<file path="src/rtl/alu_arbiter.sv">
// rtl/alu_arbiter.sv - round-robin arbiter sharing one combinational ALU between two requesters
module alu_arbiter #(
  parameter int WIDTH       = 4,
  parameter int OPW         = 3,
  parameter int HOLD_CYCLES = 1
) (
  input  logic             clk,
  input  logic             rst_n,
  input  logic             req0_valid,
  output logic             req0_ready,
  input  logic [WIDTH-1:0] req0_a,
  input  logic [WIDTH-1:0] req0_b,
  input  logic [OPW-1:0]   req0_op,
  input  logic             req1_valid,
  output logic             req1_ready,
  input  logic [WIDTH-1:0] req1_a,
  input  logic [WIDTH-1:0] req1_b,
  input  logic [OPW-1:0]   req1_op,
  output logic             rsp_valid,
  input  logic             rsp_ready,
  output logic             rsp_id,
  output logic [WIDTH-1:0] rsp_y,
  output logic             rsp_carry,
  output logic             rsp_zero,
  output logic [WIDTH-1:0] alu_a,
  output logic [WIDTH-1:0] alu_b,
  output logic [OPW-1:0]   alu_s,
  input  logic [WIDTH-1:0] alu_y,
  input  logic             alu_carry,
  input  logic             alu_zero,
  output logic             busy
);

  localparam logic [1:0] IDLE = 2'd0;
  localparam logic [1:0] EXEC = 2'd1;
  localparam logic [1:0] RESP = 2'd2;

  localparam int CW = (HOLD_CYCLES > 1) ? $clog2(HOLD_CYCLES) : 1;
  localparam logic [CW-1:0] CNT_LOAD = CW'(HOLD_CYCLES - 1);

  logic [1:0]    state;
  logic          rr;
  logic [CW-1:0] cnt;
  logic          cur_id;
  logic          grant;
  logic          take;

  // rr names the requester preferred when both are valid
  always_comb begin
    grant = 1'b0;
    if (req0_valid && req1_valid) grant = rr;
    else if (req1_valid)          grant = 1'b1;
  end

  assign req0_ready = rst_n && (state == IDLE) && req0_valid && !grant;
  assign req1_ready = rst_n && (state == IDLE) && req1_valid &&  grant;
  assign take       = req0_ready || req1_ready;
  assign busy       = (state != IDLE);

  always_ff @(posedge clk or negedge rst_n) begin
    if (!rst_n) begin
      state     <= IDLE;
      rr        <= 1'b0;
      cnt       <= '0;
      cur_id    <= 1'b0;
      alu_a     <= '0;
      alu_b     <= '0;
      alu_s     <= '0;
      rsp_valid <= 1'b0;
      rsp_id    <= 1'b0;
      rsp_y     <= '0;
      rsp_carry <= 1'b0;
      rsp_zero  <= 1'b0;
    end else begin
      case (state)
        IDLE: begin
          if (take) begin
            alu_a  <= grant ? req1_a  : req0_a;
            alu_b  <= grant ? req1_b  : req0_b;
            alu_s  <= grant ? req1_op : req0_op;
            cur_id <= grant;
            cnt    <= CNT_LOAD;
            state  <= EXEC;
          end
        end
        EXEC: begin
          if (cnt == '0) begin
            rsp_y     <= alu_y;
            rsp_carry <= alu_carry;
            rsp_zero  <= alu_zero;
            rsp_id    <= cur_id;
            rsp_valid <= 1'b1;
            state     <= RESP;
          end else begin
            cnt <= cnt - 1'b1;
          end
        end
        RESP: begin
          if (rsp_ready) begin
            rsp_valid <= 1'b0;
            rr        <= ~rsp_id;
            state     <= IDLE;
          end
        end
        default: state <= IDLE;
      endcase
    end
  end

endmodule

</file>
<file path="config.mk">
export PLATFORM = sky130hd
export DESIGN_NAME = alu_arbiter
export DESIGN_NICKNAME = d
export VERILOG_FILES = /design/src/rtl/alu_arbiter.sv
export SDC_FILE = /design/constraint.sdc
export NUM_CORES = 1
export LEC_CHECK = 0
export ABC_AREA = 1
export CORE_ASPECT_RATIO = 0.7
export CORE_MARGIN = 4
export CORE_UTILIZATION = 43
export DETAILED_ROUTE_END_ITERATION = 7
export PLACE_DENSITY_LB_ADDON = 0.08
export SLEW_MARGIN = 20
export SYNTH_ARGS = -nofsm -noshare
export SYNTH_HDL_FRONTEND = slang
export SYNTH_SLANG_ARGS = --single-unit
</file>
<file path="constraint.sdc">
create_clock -name clk -period 2.4 [get_ports clk]
set_input_delay 0.24 -clock clk [delete_from_list [all_inputs] [get_ports clk]]
set_output_delay 0.24 -clock clk [all_outputs]
set_load 0.1 [all_outputs]
</file>
Word-level counts from Yosys, hierarchy flattened --
Index checks and enable logic that the tools add are counted.
Cells by class: muxes and demuxes 15, shifts and indexed selects 0, add/subtract/negate cells 1, multiply operators 0, equal/unequal tests 5, $lt $le $gt $ge 0, reductions and logical operators 18, div/mod/pow operators 0, bitwise operators 2
Operators with widths (count):
- two-way mux 4 bit | 2
- AND reduction 2 bit | 4
- logical AND 1 bit | 6
- two-way mux 1 bit | 6
- two-way mux 2 bit | 3
- != test 2 bit (second input constant) | 3
- one-hot mux 2 bit (3 select lines) | 1
- AND reduction 3 bit | 2
- nonzero test 2 bit | 3
- one-hot mux 1 bit (2 select lines) | 2
- two-way mux 3 bit | 1
- == test 2 x 1 -> 1 bit (second input constant) | 1
- == test 2 bit (second input constant) | 1
- zero test 2 bit | 1
- NOT 1 bit | 2
- zero test 1 bit | 1
- logical OR 1 bit | 1
- subtractor 1 bit (second input constant) | 1
Storage, ports and cells: ROM bits 0, output and inout port bits 22, bits in writable memories 0, register bits after elaboration 24, bits in latches 0, memories kept 0

Depth between registers and ports, before layout --
word-level depth 7, gate-level depth with buffers 8

Least setup slack after synthesis --
Ideal clock, no wire load.
path type reg-to-output, start reg state[1], end out req0_ready, required time 2.160 ns, arrival 2.067 ns, stages on the path, launching flop included 5, setup slack 0.093 ns, path through dfrtp_1 -> inv_2 -> nand4_1 -> buf_6 -> nor2_1
Between the ends: word-level cells in the longest chain between the ends 4
Ends and longest elaborated chain:
- start, declared | RTL line 41 | logic [1:0] state;
- start signal, assigned | RTL line 62 | state <= IDLE;
- start signal, assigned | RTL line 83 | state <= EXEC;
- start signal, assigned | RTL line 93 | state <= RESP;
- zero test 2 bit | RTL line 55 | assign req0_ready = rst_n && (state == IDLE) && req0_valid && !grant;
- logical AND 1 bit (3 in a row) | RTL line 55
- end, declared | RTL line 10 | output logic req0_ready,
Every way passes these cells.

Worst setup path in the final report --
start in req0_valid, end out req1_ready
Between the ends: word-level cells in the longest chain between the ends 3
Ends and longest elaborated chain:
- start, declared | RTL line 9 | input logic req0_valid,
- logical AND 1 bit | RTL line 51 | if (req0_valid && req1_valid) grant = rr;
- two-way mux 1 bit | RTL line 51
- logical AND 1 bit | RTL line 56 | assign req1_ready = rst_n && (state == IDLE) && req1_valid && grant;
- end, declared | RTL line 15 | output logic req1_ready,
Every way passes these cells.

==> results.md <==
Status:
- The run finished with clean final reports.

Critical path:
- Counting stages on the worst path, the most repeated cell is nand2_4.
- Data on the critical path is required at its endpoint by between 2000 and 2500 ps.
- The element type at the critical path end is an output pin.
- The worst register-to-register path has a depth of 6.
- The signal arrival time at the worst endpoint is between 1500 and 2000 ps.
- Together, buffers and inverters on the worst path number 4.
- The largest individual stage delay along the critical path comes from the cell clkdlybuf4s50_1.
- The kind of cell adding the most delay to the critical path is buffers and inverters.
- In this run the worst path has a maximum fanout of 13.
- In this run the register-to-register setup slack is 1060 ps.
- The largest single stage delay on the critical path is between 500 and 600 ps.
- The signal on the critical path passes through clkdlybuf4s50_1, nand2_2, nand2_4, inv_2, nand2_4, inv_1, buf_12.
- STA classifies the critical path startpoint as a primary input.
- The worst flop-to-flop path startpoint is rr.
- The critical path in this run is classified as in2out.
- The endpoint of the most critical register-to-register path is alu_a[0].

Drt:
- The wire length reported by the detailed router is 3170 um.
- After detailed routing, the number of vias per cell comes to around 4.8.
- For this block, the initial DRC count from the detailed router was 78.
- The count of vias placed by the detailed router is approximately 1.1k.
- The first detailed-routing pass took 4 iterations.
- The average detailed-routed wire length per instance is around 14 um.
- The post-detailed-route count of antenna-violating nets is 0.
- In the routed design, unresolved DRC markers number 0.

Cells and area:
- The antenna diode count is 0.
- Cells fill between 60% and 70% of the core in the end.
- Of the cells placed in the final design, the portion with a size suffix greater than 1 is ~23%.
- The final net count is ~230.
- Compared with the post-synthesis result, the final layout area differs by 48.7%.
- Summing all multi-input logic gate instances after layout gives 508 sq um.
- The commonest non-fill, non-tap cell in the layout is nand2_1.
- The layout has 221 filler cells.
- Registers take roughly 580 sq um.
- Leaving out fill and tap cells, the most frequent cells in the layout are 69 x nand2_1, 32 x clkdlybuf4s50_1, 23 x dfrtp_1, 23 x buf_4, 16 x nand3_1.

Global routing:
- The residual overflow from global routing is 0.
- The first global-routing pass estimated approximately 5300 um of wire.
- The initial antenna violation count is 0.
- The pin count of the biggest net entering global routing is 20.
- The number of global-route vias before repair is 1040.
- Global routing used ~19% of the available tracks across all layers.

Clock network:
- The clock tree root buffer cell is clkbuf_8.
- The clock sink total is 23.
- The TritonCTS buffer count is 3.
- The clock insertion delay at the later pin of the skew report is 260 ps.
- The TritonCTS clock tree is done.
- In this run the deepest clock path goes through 2 buffers.
- Clock-pin slew was measured on the worst setup and hold paths at about 80 ps.
- The total of hold buffers inserted after clock tree synthesis is 0.
- In this run the number of H-tree levels came out at 1.
- The number of gates given a new drive strength after cts is 0.
- In this run the post-CTS setup repair buffer count came out at 0.

Timing:
- After layout, the minimum clock period comes to about 2000 ps.
- The worst hold-check slack is 258 ps.
- The worst path uses between 80% and 90% of the clock period.
- The maximum clock frequency is 0.512 GHz.
- The worst path meets setup with 445 ps of slack.
- The worst pin sits at a relative slew slack of 74.4%.
- The count of final hold-check violations came to 0.
- The number of slew-limit violations in the final report is 0.
- The transition time of the tightest slew-check pin is 382 ps.
- Across the routed clock network, the largest skew measured is between 1.5 and 2 ps.
- Setup repair after global routing left no endpoint under its margin.
- Setup violations remaining at the end of the flow were counted as 0.
- The accumulated negative setup slack is 0 ps.

Floorplan:
- The die is between 70 and 80 um wide.
- The placement row count is 15.
- Once the floorplan was initialized, standard cells occupied 46.1% of the core.
- In this run the standard cell core region covers between 2000 and 3000 sq um.
- The die is about 52 um tall.
- The number of placed I/O pins is 55.
- The floorplan step defined a die boundary enclosing roughly 3600 sq um.

Yosys:
- The synthesized area divided by synthesized cell count is 8.17 sq um.
- The netlist uses 16 different library cells.
- The total nets after synthesis is 176.
- The synthesized netlist occupies a cell area of ~1200 sq um.
- The post-synthesis instance total is about 140.
- Yosys printed 0 warnings.
- The number of flip-flops and latches in the synthesized netlist is 23.
- The register area share after synthesis is 49.3%.

Flow run:
- Max-cap violations in this run came to 0.

Placement:
- The congestion estimate from routability-driven global placement came to between 0.8 and 0.9.
- At the placement stage, the worst setup path has a slack of 447 ps.
- The number of buffers added on ports is 54.
- The sum of net half-perimeters after detailed placement is between 2000 and 2500 um.

Min path:
- The min-delay analysis places its worst path in the category in2async.
==> cells in the mapped netlist <==
library cell   n  area share (%)
nand4_1        1            0.54
nor2_1         1            0.32
inv_2          3            0.96
nand2_2        2             1.1
dfrtp_1       23              49
a21oi_4        1             1.4
inv_1          6             1.9
nand2_1       69              22
nor2_2         2             1.1
o21ai_0        3             1.3
nand3_2        8             6.9
buf_2          2            0.86
buf_4          1            0.64
nand3_1       16             6.9
nand2_4        2             1.9
buf_6          3             2.9
==> registers in the layout, indices dropped and copies added, names as in the netlist <==
signal     cells
rsp_y          4
rsp_id         1
state          2
alu_s          3
rsp_valid      1
rsp_zero       1
rr             1
alu_a          4
rsp_carry      1
cur_id         1
alu_b          4
==> per-stage QoR <==
| stage | instance area [sq um] | std cells |
|---|---|---|
| global route | 1740 | 232 |
| finish | 1740 | 232 |
| floorplan | 1170 | 143 |
| global placement | 1690 | 228 |
| detailed placement | 1690 | 228 |
| CTS | 1740 | 232 |
==> how the worst max path moves through the flow <==
stage	slack, ps	depth (start not counted)	endpoint	start
5_1_grt	330	7	req1_ready	req0_valid
4_1_cts	450	7	req1_ready	req0_valid
6_report	450	7	req1_ready	req0_valid
3_5_place_dp	450	7	req1_ready	req0_valid
3_3_place_gp	520	7	req1_ready	req0_valid
2_1_floorplan	90	4	req0_ready	state[1]
==> logic make-up (layout without fill, tap and decap cells) <==
| kind of cell | after synthesis | after routing | share of synthesized area (%) |
|---|---|---|---|
| simple gates | 101 | 101 | 40.8 |
| compound gates | 4 | 4 | 2.68 |
| buf+inv | 15 | 70 | 7.28 |
| flops | 23 | 23 | 49.3 |
==> final cells by class <==
cell class / count / area share [%]
Clock buffer: 4 / 2.59
Inverter: 9 / 1.94
Multi-Input combinational cell: 105 / 29.2
Sequential cell: 23 / 33.1
Tap cell: 34 / 2.45
Timing Repair Buffer: 57 / 30.7
==> routing by layer <==
| layer | global-route usage (%) | vias up | part of all wire (%) |
|---|---|---|---|
| met3 | 5.98 | 5 | 5.9 |
| met1 | 25.4 | 522 | 46 |
| met4 | 7.01 | 0 | 1.3 |
| met5 | 0 | - | 0 |
| li1 | - | 559 | - |
| met2 | 30.0 | 27 | 47 |
Power is not shown: default switching activity piles up to over one toggle a cycle in this logic, so the estimate is an artifact.
